--- src/rtl/mem_arbiter.sv ---
// Byte-serial memory controller: serves one instruction fetch or one load/store
// at a time over the 8-bit RAM/IO bus and reassembles the bytes little-endian.
module mem_arbiter (
  input  logic        clk,
  input  logic        rst,
  input  logic        rdy,
  input  logic [7:0]  mem_result,
  input  logic        io_buffer_full,
  output logic [31:0] mem_a,
  output logic [7:0]  mem_write,
  output logic        is_write,
  input  logic        ic_flag,
  input  logic [31:0] ic_addr,
  output logic [31:0] ic_val,
  output logic        ic_isok,
  input  logic        ls_flag,
  input  logic        ls_wr,
  input  logic [1:0]  ls_size,
  input  logic [31:0] ls_addr,
  input  logic [31:0] ls_data,
  output logic [31:0] ls_val,
  output logic        ls_isok,
  input  logic        clr
);

  typedef enum logic [1:0] {IDLE, RD, WR, DONE} state_t;

  state_t      state;
  logic        src_ls;
  logic [31:0] addr;
  logic [31:0] data;
  logic [31:0] rbuf;
  logic [31:0] rbuf_nxt;
  logic [2:0]  n;
  logic [2:0]  cnt;
  logic [31:0] mem_a_q;
  logic        we_q;
  logic        ic_ok_q;
  logic        stall;

  function automatic logic [2:0] size_to_n(input logic [1:0] s);
    case (s)
      2'd0:    return 3'd1;
      2'd1:    return 3'd2;
      default: return 3'd4;
    endcase
  endfunction

  function automatic logic [7:0] byte_of(input logic [31:0] w, input logic [1:0] i);
    return w[{i, 3'b000} +: 8];
  endfunction

  // A write to the IO window waits while the UART buffer is full; the bus is parked meanwhile.
  assign stall    = (state == WR) && (mem_a_q[17:16] == 2'b11) && io_buffer_full;
  assign mem_a    = stall ? 32'd0 : mem_a_q;
  assign is_write = we_q && rdy && !stall;
  assign ic_isok  = ic_ok_q && !clr;

  // In RD, cnt is the issued-address index; byte cnt-1 arrives on mem_result.
  always_comb begin
    rbuf_nxt = rbuf;
    for (int b = 0; b < 4; b++) begin
      if (cnt == 3'(b + 1)) rbuf_nxt[8*b +: 8] = mem_result;
    end
  end

  always_ff @(posedge clk) begin
    if (rst) begin
      state     <= IDLE;
      src_ls    <= 1'b0;
      cnt       <= 3'd0;
      mem_a_q   <= 32'd0;
      mem_write <= 8'd0;
      we_q      <= 1'b0;
      ic_val    <= 32'd0;
      ic_ok_q   <= 1'b0;
      ls_val    <= 32'd0;
      ls_isok   <= 1'b0;
    end else if (rdy) begin
      case (state)
        IDLE: begin
          if (!clr && (ls_flag || ic_flag)) begin
            cnt  <= 3'd0;
            rbuf <= 32'd0;
            if (ls_flag) begin
              src_ls  <= 1'b1;
              addr    <= ls_addr;
              data    <= ls_data;
              n       <= size_to_n(ls_size);
              mem_a_q <= ls_addr;
              if (ls_wr) begin
                state     <= WR;
                we_q      <= 1'b1;
                mem_write <= ls_data[7:0];
              end else begin
                state <= RD;
              end
            end else begin
              src_ls  <= 1'b0;
              addr    <= ic_addr;
              n       <= 3'd4;
              mem_a_q <= ic_addr;
              state   <= RD;
            end
          end
        end
        RD: begin
          if (clr && (!src_ls || addr[17:16] != 2'b11)) begin
            state   <= IDLE;
            mem_a_q <= 32'd0;
          end else begin
            rbuf <= rbuf_nxt;
            if (cnt == n) begin
              state <= DONE;
              if (src_ls) begin
                ls_val  <= rbuf_nxt;
                ls_isok <= 1'b1;
              end else begin
                ic_val  <= rbuf_nxt;
                ic_ok_q <= 1'b1;
              end
            end else begin
              cnt     <= cnt + 3'd1;
              mem_a_q <= ((cnt + 3'd1) == n) ? 32'd0 : addr + {29'd0, cnt} + 32'd1;
            end
          end
        end
        WR: begin
          if (!stall) begin
            if (cnt == n - 3'd1) begin
              state     <= DONE;
              we_q      <= 1'b0;
              mem_a_q   <= 32'd0;
              mem_write <= 8'd0;
              ls_val    <= 32'd0;
              ls_isok   <= 1'b1;
            end else begin
              cnt       <= cnt + 3'd1;
              mem_a_q   <= addr + {29'd0, cnt} + 32'd1;
              mem_write <= byte_of(data, cnt[1:0] + 2'd1);
            end
          end
        end
        DONE: begin
          state   <= IDLE;
          cnt     <= 3'd0;
          ic_ok_q <= 1'b0;
          ls_isok <= 1'b0;
        end
        default: state <= IDLE;
      endcase
    end
  end

endmodule
--- config.mk ---
export PLATFORM = sky130hd
export DESIGN_NAME = mem_arbiter
export DESIGN_NICKNAME = d
export VERILOG_FILES = /design/src/rtl/mem_arbiter.sv
export SDC_FILE = /design/constraint.sdc
export NUM_CORES = 1
export LEC_CHECK = 0
export CAP_MARGIN = 15
export CELL_PAD_IN_SITES_DETAIL_PLACEMENT = 1
export CELL_PAD_IN_SITES_GLOBAL_PLACEMENT = 2
export CORE_MARGIN = 10
export CORE_UTILIZATION = 36
export DETAILED_ROUTE_END_ITERATION = 6
export DONT_BUFFER_PORTS = 1
export PLACE_DENSITY_LB_ADDON = 0.1
export RECOVER_POWER = 50
export SYNTH_ARGS = -nofsm -noshare
export SYNTH_HDL_FRONTEND = slang
export SYNTH_SLANG_ARGS = --single-unit
--- constraint.sdc ---
create_clock -name clk -period 5.51 [get_ports clk]
set_clock_uncertainty 0.15 [all_clocks]
set_input_delay 1.102 -clock clk [delete_from_list [all_inputs] [get_ports clk]]
set_output_delay 1.102 -clock clk [all_outputs]
set_load 0.005 [all_outputs]
==> results.txt <==
- Routed len/inst: 24.09 um
- The tightest min-delay check is of the flip-flop to flip-flop type.
- Counting the buffers created by CTS gives 25.
* Synth warn: 0
* GR met2 Demand/Resource: 0.2734
* Portion of the post-synthesis area used by sequential elements: 0.5225
- Flop and latch count out of synthesis: 212
- The final layout contains routed wiring with a total length of ~31,000 um.
- Power after layout: 3.982 mW
* Global Route met1 Usage: 0.2220
- Via count of the first global-routing pass: 7,971
* Core region area: 0.02763 mm^2
- Fill cells in the final layout number 2,995.
- Worst flop-to-flop path endpoint: addr[23]
* Leakage power of the design: 3.820 nW
* Post-layout nets: a little over 1k
* IO Port Bufs: 0
* Global placement routability congestion: 0.7680
- Global-route layer with the greatest usage: met2
- For the worst setup path, the data arrival time is 4.21 ns.
- Of the total synthesized cell area, the portion taken by XOR and XNOR cells is 0.01798.
- Post-CTS timing repair inserted 0 buffers for setup.
- WP data required: 5.51 ns
- In the final layout, the multi-input gates occupy between 0.004 and 0.005 mm^2.
* Failing checks: capacitance limit, slew limit
- Number of antenna violations at the first check in global routing: 0
* Antenna cell count: 0
* Critical Path Start Type: input port
- Setup repair after global routing left no endpoint under its margin.
- The clock reaches the later pin of the worst-skew pair after 0.53 ns.
- Wire length of the first global-routing pass: 48,480 um
- The number of nets handed over by synthesis was 1,054.
- Power per Cell Area: 355.8 mW/mm^2
- The first detailed-routing pass took 5 iterations.
- The final-report max-slew violation count was 78.
- Synth Area in Simple Gates: 0.1365
* Worst hold path endpoint: ic_ok_q
- Number of flops mapped to enable cells by yosys: 99
- Worst-case register-to-register setup slack: 1.31 ns
* Async set-reset flop share out of synthesis: 0
- Clock-pin transition on the worst setup and hold timing paths: 0.06 ns
- After synthesis, the share of cell area in mux cells is 0.08804.
- The most used flip-flop cell after synthesis is dfxtp_1.
- The cell count after synthesis came out at 924.
- Final hold analysis gives a worst-case slack of 0.3369 ns.
* Commonest non-fill, non-tap cells in the layout: dfxtp_1 (113), edfxtp_1 (99), nor2_1 (82)
- The tree built by TritonCTS fans out to 212 sinks.
- The tree is rooted in a clkbuf_16.
* Outcome: complete, but fails checks
- Total placed instance area: 0.01037 mm^2
* Fraction of the core area covered by cells at the end of the flow: 0.4050
- Once detail routing completed, the nets flagged for antenna violations numbered 0.
- Using the TritonRoute via totals, the vias-per-cell ratio works out to 5.715.
- Kind of capture point of the worst setup path: flip-flop
* Clock tree from TritonCTS: built
* Maximum number of pins on one net before global-route repair: 68
- For this configuration, the core starts out at a cell density of 0.3626.
* Depth of the worst register-to-register path: 5
* Largest vdd supply drop: 247.3 uV
- Final worst-path cycle share: 0.7655
- Cell depth of the worst hold path: 2
* Floorplan die height: 186.8 um
- Count of pins on the block boundary: 221
- For this design, the CTS-stage hold fixing added 0 buffers.
* Aggregate global-route resource usage: 0.1726
- The worst path in the final design needs a cycle of around 4.2 ns, including I/O delays and setup.
- In this run, distinct cell masters in the synthesized netlist total 59.
* Slew of the pin with the lowest slew margin: 1.902 ns
- The area growth from synthesis to layout is 11.69%.
* Synth Area per Inst: 10.84 um^2
- The die is 186.8 um wide.
- Adder-Cell Fraction of Synth Area: 0.02073
* Maximum fanout along the worst path: 51
- By area, the combinational part of the netlist is dominated by compound AO/OA/AOI/OAI gates.
- Fmax: ~0.24 GHz
- Maximum clock insertion buffer count: 3
- Floorplan die area: 0.03491 mm^2
- Max-cap violations in this run came to 3.
- Of the cells placed in the final design, the portion with a size suffix greater than 1 is 0.08762.
* Worst slew margin relative to its limit: -0.2680
- Worst hold path startpoint: ic_ok_q
- Half-perimeter wire length after detailed placement: 21,490 um
- Total Negative Setup Slacks: 0 ns
- Number of vias in the routed layout: 7,378
* Met3 usage in global routing: 0.06003
- Post-route design area: between 0.01 and 0.015 mm^2
- The detailed router finished its first iteration with 468 violations.
- In the final layout, flip-flops and latches occupy 0.005235 mm^2.
- Most common cell after layout, fill and taps aside: dfxtp_1
- After detailed routing, the number of remaining DRC violations is 0.
- Leftover overflow at the end of global routing: 0
- After clock tree synthesis, the repair step resized 0 gates.
- CTS H-tree lvls: 1
* Total number of placement rows: 61
- Compound-gate portion of the synthesized area: 0.1789
- The worst register-to-register path begins at state[0].
* Hold Vio Cnt, Final: 0
* Final setup violation count: 0
- The cell area that synthesis handed to floorplanning was ~0.01 mm^2.
* Critical path type: input port to flip-flop
layer usage:
layer | routed length, um | vias up
met5 | 0 | -
met4 | 610 | 0
met3 | 2474 | 32
met2 | 13980 | 191
met1 | 14040 | 3689
li1 | - | 3466
synth_stat cells, types with 3 or more instances:
master / n / area, um^2
nor2b_1: 5 / 31.28
a21boi_0: 7 / 52.55
nand4_1: 10 / 62.56
o21ai_0: 37 / 185.2
ha_1: 15 / 187.7
nand3_1: 22 / 110.1
o31a_1: 5 / 43.79
o31ai_1: 32 / 240.2
mux4_2: 8 / 180.2
mux2i_1: 33 / 330.3
o21a_1: 4 / 30.03
mux2_2: 33 / 371.6
xnor2_1: 7 / 61.31
nand2_1: 27 / 101.4
a21oi_1: 18 / 90.09
and3_1: 9 / 56.30
inv_1: 15 / 56.30
a211oi_1: 42 / 315.3
or4_1: 3 / 22.52
a2111oi_0: 3 / 26.28
nor4_1: 12 / 75.07
o211ai_1: 16 / 120.1
nor2_1: 82 / 307.8
nor3_1: 6 / 30.03
edfxtp_1: 99 / 2973
and4_1: 5 / 43.79
and2_1: 33 / 206.5
buf_2: 7 / 35.03
xor2_1: 11 / 96.34
dfxtp_1: 113 / 2262
nand2b_1: 32 / 200.2
a21o_1: 6 / 45.04
buf_1: 7 / 26.28
nand3b_1: 3 / 22.52
a22oi_1: 9 / 67.56
a31oi_1: 33 / 206.5
clkbuf_1: 59 / 221.5
o311ai_0: 32 / 280.3
worst max-delay path: stages:
cell and delay (ns):
inv_1 0.69, clkbuf_1 1.44, and3_1 0.35, clkbuf_2 0.59
through the flow:
stage,setup WS (ns),instances
after floorplan,1.150,924
after global placement,1.584,1244
after detailed placement,1.421,1244
after CTS,1.258,1290
after global routing,0.8925,1291
final,1.292,1291
worst max-delay path by stage:
| stage | end | start | slack (ns) | cells after the start |
|---|---|---|---|---|
| 5_1_grt | addr[30] | state[0] | 0.89 | 5 |
| 6_report | data[15] | rst | 1.29 | 4 |
| 3_5_place_dp | ls_val[26] | io_buffer_full | 1.42 | 5 |
| 3_3_place_gp | ls_val[10] | io_buffer_full | 1.58 | 5 |
| 2_1_floorplan | addr[0] | ls_flag | 1.15 | 4 |
| 4_1_cts | is_write | state[0] | 1.26 | 5 |
state kept, by name, indices dropped and copies added, names as in the netlist, 2 cells and up:
name / flops
addr: 32
data: 32
cnt: 3
state: 2
ls_val: 32
mem_write: 8
rbuf: 32
ic_val: 32
n: 3
mem_a_q: 32
cells by family (layout without fill, tap and decap cells):
family	after synthesis	in the layout
buf+inv	90	79
flops	212	212
simple gates	260	260
mux	74	74
compound gates	253	253
fa+ha+maj	16	16
xor+xnor	19	19
where the power goes:
part / leakage, nW / switching (mW) / internal (mW) / total, mW
logic: 1.58 / 0.338 / 0.188 / 0.526
clock network: 0.416 / 0.657 / 0.988 / 1.64
registers: 1.83 / 0.0633 / 1.75 / 1.81
layout make-up:
cell class,instances,area share
multi-input combinational,622,0.3987
timing repair buffer,17,0.01163
clock buffer,34,0.06630
inverter,16,0.005367
tap,378,0.04226
sequential,212,0.4678
clock inverter,12,0.007938
Note: power is estimated with default switching activity, not from simulation.
